File: config.mk
export PLATFORM = sky130hd
export DESIGN_NAME = data_mem_responder
export DESIGN_NICKNAME = d
export VERILOG_FILES = /design/src/rtl/data_mem_responder.sv
export SDC_FILE = /design/constraint.sdc
export NUM_CORES = 2
export LEC_CHECK = 0
export CORE_ASPECT_RATIO = 1.75
export CORE_UTILIZATION = 50
export CTS_CLUSTER_SIZE = 30
export DETAILED_ROUTE_END_ITERATION = 6
export DONT_BUFFER_PORTS = 1
export PLACE_DENSITY = 0.63
export SLEW_MARGIN = 20
export SYNTH_ARGS = -nofsm -noshare
export SYNTH_HDL_FRONTEND = slang
export SYNTH_SLANG_ARGS = --single-unit
File: constraint.sdc
create_clock -name clk -period 4.8 [get_ports clk]
set_clock_uncertainty 0.15 [all_clocks]
set_input_delay 0 -clock clk [delete_from_list [all_inputs] [get_ports clk]]
set_output_delay 0 -clock clk [all_outputs]
set_load 0.1 [all_outputs]
File: src/rtl/data_mem_responder.sv
`default_nettype none
// ============================================================================
// Module      : data_mem_responder
// Description : Zero-latency data-memory responder for a pipelined core.
//               Word-addressed RAM plus an MMIO block. The MMIO block holds
//               a console TX FIFO, a status register, an optional free-running
//               cycle counter and sticky error flags.
//
//               Address map (byte addresses, ALUOutM[1:0] ignored):
//                 0x0000_0000 .. DEPTH_WORDS*4-1  RAM
//                 0x8000_0000  TXDATA  (W: push byte, R: 0)
//                 0x8000_0004  STATUS  {count[7:4], empty[1], full[0]}
//                 0x8000_0008  CYCLE   (R/W cycle counter)
//                 0x8000_000C  ERR     {oor[1], tx_drop[0]}, write-1-to-clear
//                 anything else        out of range (reads 0, sets ERR[1])
//
//               Optional feature macro: DMEM_CYCLE_COUNTER_EN
//                 defined   -> CYCLE counter present
//                 undefined -> CYCLE reads 0, writes ignored, no counter flops
//
// Ports       : clk          clock, all state changes on its rising edge
//               reset        synchronous active-low reset
//               MemWriteM    write strobe from the core's memory stage
//               ALUOutM      byte address
//               WriteDataM   store data
//               ReadDataM    combinational load data
//               cons_valid   console byte available (FIFO not empty)
//               cons_data    console byte (FIFO head)
//               cons_ready   console consumer accepts the byte
//
// Revision    : 1.0  initial release
// ============================================================================
module data_mem_responder #(
    parameter int DEPTH_WORDS = 64,
    parameter int FIFO_DEPTH  = 8
) (
    input  logic        clk,
    input  logic        reset,
    input  logic        MemWriteM,
    input  logic [31:0] ALUOutM,
    input  logic [31:0] WriteDataM,
    output logic [31:0] ReadDataM,
    output logic        cons_valid,
    output logic [7:0]  cons_data,
    input  logic        cons_ready
);

    localparam int                 c_RAM_AW    = $clog2(DEPTH_WORDS);
    localparam int                 c_PTR_W     = $clog2(FIFO_DEPTH);
    localparam int                 c_CNT_W     = c_PTR_W + 1;
    localparam logic [29:0]        c_RAM_WORDS = 30'(DEPTH_WORDS);
    // MMIO registers as word addresses (byte address >> 2)
    localparam logic [29:0]        c_TXDATA_W  = 30'h2000_0000;
    localparam logic [29:0]        c_STATUS_W  = 30'h2000_0001;
    localparam logic [29:0]        c_CYCLE_W   = 30'h2000_0002;
    localparam logic [29:0]        c_ERR_W     = 30'h2000_0003;
    localparam logic [c_CNT_W-1:0] c_FULL_CNT  = c_CNT_W'(FIFO_DEPTH);
    localparam logic [c_CNT_W-1:0] c_CNT_ONE   = c_CNT_W'(1);
    localparam logic [c_PTR_W-1:0] c_PTR_ONE   = c_PTR_W'(1);

    // ------------------------------------------------------------------
    // Address decode
    // ------------------------------------------------------------------
    logic [29:0]         w_word_addr;
    logic [c_RAM_AW-1:0] w_ram_idx;
    logic                w_unused_addr_lsbs;
    logic                w_hit_ram;
    logic                w_hit_tx;
    logic                w_hit_status;
    logic                w_hit_cycle;
    logic                w_hit_err;
    logic                w_hit_oor;

    assign w_word_addr        = ALUOutM[31:2];
    assign w_ram_idx          = ALUOutM[c_RAM_AW+1:2];
    assign w_unused_addr_lsbs = ^ALUOutM[1:0];

    assign w_hit_ram    = (w_word_addr < c_RAM_WORDS);
    assign w_hit_tx     = (w_word_addr == c_TXDATA_W);
    assign w_hit_status = (w_word_addr == c_STATUS_W);
    assign w_hit_cycle  = (w_word_addr == c_CYCLE_W);
    assign w_hit_err    = (w_word_addr == c_ERR_W);
    // CYCLE stays a legal address even when the counter is compiled out
    assign w_hit_oor    = !(w_hit_ram || w_hit_tx || w_hit_status ||
                            w_hit_cycle || w_hit_err);

    // Writes are ignored while reset is asserted
    logic w_wr;
    assign w_wr = MemWriteM && reset;

    // ------------------------------------------------------------------
    // RAM (no reset: contents survive reset)
    // ------------------------------------------------------------------
    logic [31:0] r_ram [DEPTH_WORDS];

    always_ff @(posedge clk) begin
        if (w_wr && w_hit_ram) begin
            r_ram[w_ram_idx] <= WriteDataM;
        end
    end

    // ------------------------------------------------------------------
    // Console TX FIFO
    // ------------------------------------------------------------------
    logic [7:0]         r_fifo [FIFO_DEPTH];
    logic [c_PTR_W-1:0] r_wr_ptr;
    logic [c_PTR_W-1:0] r_rd_ptr;
    logic [c_CNT_W-1:0] r_count;
    logic               w_full;
    logic               w_empty;
    logic               w_pop;
    logic               w_tx_wr;
    logic               w_push;
    logic               w_drop;

    assign w_full     = (r_count == c_FULL_CNT);
    assign w_empty    = (r_count == '0);
    assign cons_valid = reset && !w_empty;
    assign cons_data  = r_fifo[r_rd_ptr];
    assign w_pop      = cons_valid && cons_ready;
    assign w_tx_wr    = w_wr && w_hit_tx;
    // When full, a same-cycle pop frees the slot the write pointer points at
    assign w_push     = w_tx_wr && (!w_full || w_pop);
    assign w_drop     = w_tx_wr && w_full && !w_pop;

    always_ff @(posedge clk) begin
        if (w_push) begin
            r_fifo[r_wr_ptr] <= WriteDataM[7:0];
        end
    end

    // ------------------------------------------------------------------
    // Error flags: bit0 = dropped TX byte, bit1 = out-of-range access.
    // Set wins over a same-cycle write-1-to-clear.
    // ------------------------------------------------------------------
    logic [1:0] r_err;
    logic [1:0] w_err_set;
    logic [1:0] w_err_clr;

    assign w_err_set = {reset && w_hit_oor, w_drop};
    assign w_err_clr = (w_wr && w_hit_err) ? WriteDataM[1:0] : 2'b00;

    always_ff @(posedge clk) begin
        if (!reset) begin
            r_wr_ptr <= '0;
            r_rd_ptr <= '0;
            r_count  <= '0;
            r_err    <= '0;
        end else begin
            if (w_push) begin
                r_wr_ptr <= r_wr_ptr + c_PTR_ONE;
            end
            if (w_pop) begin
                r_rd_ptr <= r_rd_ptr + c_PTR_ONE;
            end
            if (w_push && !w_pop) begin
                r_count <= r_count + c_CNT_ONE;
            end else if (w_pop && !w_push) begin
                r_count <= r_count - c_CNT_ONE;
            end
            r_err <= (r_err & ~w_err_clr) | w_err_set;
        end
    end

    // ------------------------------------------------------------------
    // Cycle counter (optional)
    // ------------------------------------------------------------------
    logic [31:0] w_cycle_rd;

`ifdef DMEM_CYCLE_COUNTER_EN
    logic [31:0] r_cycle;

    always_ff @(posedge clk) begin
        if (!reset) begin
            r_cycle <= '0;
        end else if (w_wr && w_hit_cycle) begin
            r_cycle <= WriteDataM;
        end else begin
            r_cycle <= r_cycle + 32'd1;
        end
    end

    assign w_cycle_rd = r_cycle;
`else
    assign w_cycle_rd = '0;
`endif

    // ------------------------------------------------------------------
    // Combinational read mux (forced to 0 during reset)
    // ------------------------------------------------------------------
    logic [3:0]  w_count4;
    logic [31:0] w_rdata;

    assign w_count4 = 4'(r_count);

    always_comb begin
        w_rdata = '0;
        if (reset) begin
            if (w_hit_ram) begin
                w_rdata = r_ram[w_ram_idx];
            end else if (w_hit_status) begin
                w_rdata = {24'd0, w_count4, 2'b00, w_empty, w_full};
            end else if (w_hit_cycle) begin
                w_rdata = w_cycle_rd;
            end else if (w_hit_err) begin
                w_rdata = {30'd0, r_err};
            end
        end
    end

    assign ReadDataM = w_rdata;

endmodule
`default_nettype wire

==> flow_summary.json <==
{
  "cts_tree": "built",
  "holdCritPathClass": "input pin to flip-flop",
  "drt_first_iter_violations": 7844,
  "sequentialPowerShare_pct": 54.8,
  "clk_transition_reported_paths_ps": 60,
  "number_of_gates_resized_after_cts": 0,
  "post_cts_hold_buffer_count": 86,
  "placed_cells_incl_taps": 6680,
  "final_common_cell": "edfxtp_1",
  "drt.antenna.violating_nets": 0,
  "worstPathMaxFanout": 5,
  "globalplace.congestion": 0.9098,
  "netlist.top_cell.by_area": "edfxtp_1",
  "first_global_vias": 47960,
  "detail_route.vias_per_cell": 6.977,
  "timing.final.crit_share_pct": 98.54,
  "grt_antenna_before_repair": 8,
  "cap_violations": 0,
  "post_route_cells_drive_above_1_share_pct": 20.90,
  "synth_area_leaders": "edfxtp_1 (77%), mux2_2 (3.2%), mux4_2 (3.0%), o22ai_1 (2.8%), mux2i_1 (1.9%)",
  "power.leakage_uw": 0.02943,
  "relSlewSlack_pct": 24.08,
  "num_rows": 196,
  "reg2regPathDepth": 13,
  "ff2ff_setup_slack_ps": 1450,
  "first_pass_grt_wire_length_um": 384300,
  "cts_max_level": 4,
  "final_cells": 7096,
  "cts_inserted_buffers": 189,
  "sequential_cell_area_um2": 63720,
  "report.final.setup_viol": 0,
  "post_synth_design_cell_area_um2": 82160,
  "ys_seq_area_share_pct": 77.56,
  "wirelength_um": 284100,
  "area_growth_syn_to_layout_pct": 14.31,
  "worst_setup_path_start_kind": "input pin",
  "fillCellCount": 12160,
  "total_routing_usage_reported_by_global_routing_pct": 33.90,
  "synth_fp_nets": 4606,
  "critical_path.reg2reg.startpoint": "r_count[0]",
  "power.share.combinational_pct": 4.9,
  "die_h_um": 538.2,
  "multi_input_comb_area_um2": 17160,
  "net-switching-power_uw": 7887,
  "grt_start_max_net_pins": 520,
  "placement.io_buffers": 0,
  "floorplan.die_area_um2": 166000,
  "die_w_um": 308.4,
  "fmax_mhz": 211.4,
  "yosys_most_used_dff": "edfxtp_1",
  "grt_setup_unrepaired": "false",
  "design.portCount": 109,
  "synth-edff-count": 2112,
  "final_cell_mix": "edfxtp_1 (2112), o22ai_1 (368), mux2_2 (232), buf_4 (227), clkbuf_16 (193)",
  "post-cts-setup-buffer-count": 0,
  "netlist.area_leader.share_pct": 77.20,
  "dp.final_hpwl_um": 160900,
  "design.final.nets": 4853,
  "max-clock-path-buffers": 4,
  "fin_total_pwr_uw": 37230,
  "worstSetupEndpoint": "ReadDataM[11]",
  "drtPass1Iterations": 7,
  "dr_total_vias": 49510,
  "clock_sinks": 2127,
  "power_density_nw_per_um2": 396.5,
  "final_max_slew_viol_count": 0,
  "ctsRootBufferMaster": "clkbuf_16",
  "run_status": "finished clean",
  "fp.coreArea_um2": 163100,
  "r2r-end": "r_count[3]",
  "timing.setup.tns_ps": 0,
  "cp.arrival_ps": 4580,
  "power.share.switching_pct": 21.18,
  "critPathRequiredTime_ps": 4650,
  "clk-insertion-delay-late_ps": 820,
  "initial_util_pct": 50.38,
  "end_kind": "primary output",
  "ir_worst_vdd_v": 0.0002951,
  "worst_setup_path_startpoint": "ALUOutM[20]",
  "synth_warnings": 0,
  "yosys_register_bits": 2127,
  "postSynthCellCount": 4532,
  "syn_avg_cell_area_um2": 18.13,
  "share_clk_of_total_power_pct": 40.3,
  "post_drt_wl_per_cell_um": 40.03,
  "critPathKind": "input pin to primary output",
  "async_reset_ff_share_pct": 0,
  "timing.final.crit_period_ps": 4730,
  "hold_viol_final": 0,
  "route.detailed.drc": 0,
  "tightest_slew_ps": 1133,
  "grt_remaining_overflow": 0,
  "intPower_uw": 29350,
  "yosysUniqueCellTypes": 84
}
-- cell families after synthesis --
kind of cell	after synthesis	share of synthesized area, %
mux	500	8.090
simple gates	485	2.635
buf+inv	321	2.391
flops	2127	77.56
fa+ha+maj	6	0.1005
compound gates	1088	9.170
xor+xnor	5	0.05331
-- worst min-delay path by stage --
stage / to / from / depth (start not counted) / slack (ps)
3_5_place_dp: r_ram[50][29] / WriteDataM[29] / 0 / -50
3_3_place_gp: r_ram[52][27] / WriteDataM[27] / 0 / -50
4_1_cts: r_ram[50][29] / WriteDataM[29] / 2 / 2
2_1_floorplan: r_fifo[0][0] / WriteDataM[0] / 0 / -50
6_report: r_ram[48][29] / WriteDataM[29] / 2 / 10
5_1_grt: r_ram[48][29] / WriteDataM[29] / 2 / 30
-- per-stage QoR --
| step | util (%) | instance area [µm²] | hold WS, ps | worst slack, ps |
|---|---|---|---|---|
| floorplan | - | 82160 | -51.13 | 243.5 |
| global placement | 53.08 | 86560 | -47.62 | 1131 |
| detailed placement | 53.08 | 86560 | -49.01 | 1137 |
| CTS | 57.57 | 93890 | 1.550 | 332.3 |
| global route | 57.57 | 93890 | 26.19 | 142.2 |
| finish | 57.59 | 93910 | 14.77 | 70.01 |
-- power by group through the flow --
stage          Sequential, µW  Clock, µW  Combinational, µW
5_1_grt                 20400      15700               1830
3_3_place_gp            20800          0               1330
2_1_floorplan           20800          0                958
3_5_place_dp            20800          0               1340
4_1_cts                 20400      15100               1760
6_report                20400      15000               1820
-- layer usage --
metal | vias to the layer above | share of wire, % | global-route usage (%) | wire length [µm]
met5 | - | 0.0046 | 0 | 13
met4 | 2 | 9.0 | 25.06 | 25430
met3 | 1035 | 11 | 6.926 | 31330
met2 | 3675 | 47 | 53.55 | 133100
met1 | 25580 | 33 | 41.24 | 94220
li1 | 19220 | - | - | -
-- synthesized netlist by cell type, types with 10 or more instances --
master	instances
o22a_1	16
clkbuf_1	75
buf_6	34
buf_1	13
a221oi_1	46
o21ai_0	108
a21oi_1	158
dfxtp_1	15
o211ai_1	30
o221ai_1	160
a211oi_1	31
nor3_1	18
nand2_1	135
o31ai_1	11
nand2b_1	10
mux2_2	232
nor2b_1	17
or3_1	10
mux4_2	108
buf_2	117
a221o_1	17
nor4_1	12
nor2_1	218
o22ai_1	368
edfxtp_1	2112
mux2i_1	160
buf_4	64
a2bb2oi_1	29
nand3_1	21
a22oi_1	42
-- registers in the layout, summed over array words and instances (netlist names), named ones only --
register,cells
r_ram,2048
r_fifo,64
r_count,4
r_rd_ptr,3
r_wr_ptr,3
r_err,2
-- worst max-delay path: stages --
cell,delay [ps]
dlygate4sd3_1,530
or4_1,410
dlygate4sd3_1,570
nor2_1,280
and3_1,630
buf_4,260
o21ai_0,120
a2111oi_0,940
and4b_1,490
buf_4,340
-- area by class of cell --
| class | instances | area share [%] |
|---|---|---|
| sequential | 2127 | 67.85 |
| timing repair buffer | 369 | 4.626 |
| tap | 2178 | 2.902 |
| inverter | 8 | 0.03730 |
| clock buffer | 230 | 5.333 |
| clock inverter | 92 | 0.9593 |
| antenna | 8 | 0.02132 |
| multi-input combinational | 2084 | 18.27 |
No activity file was read; power rests on OpenSTA's default activity.
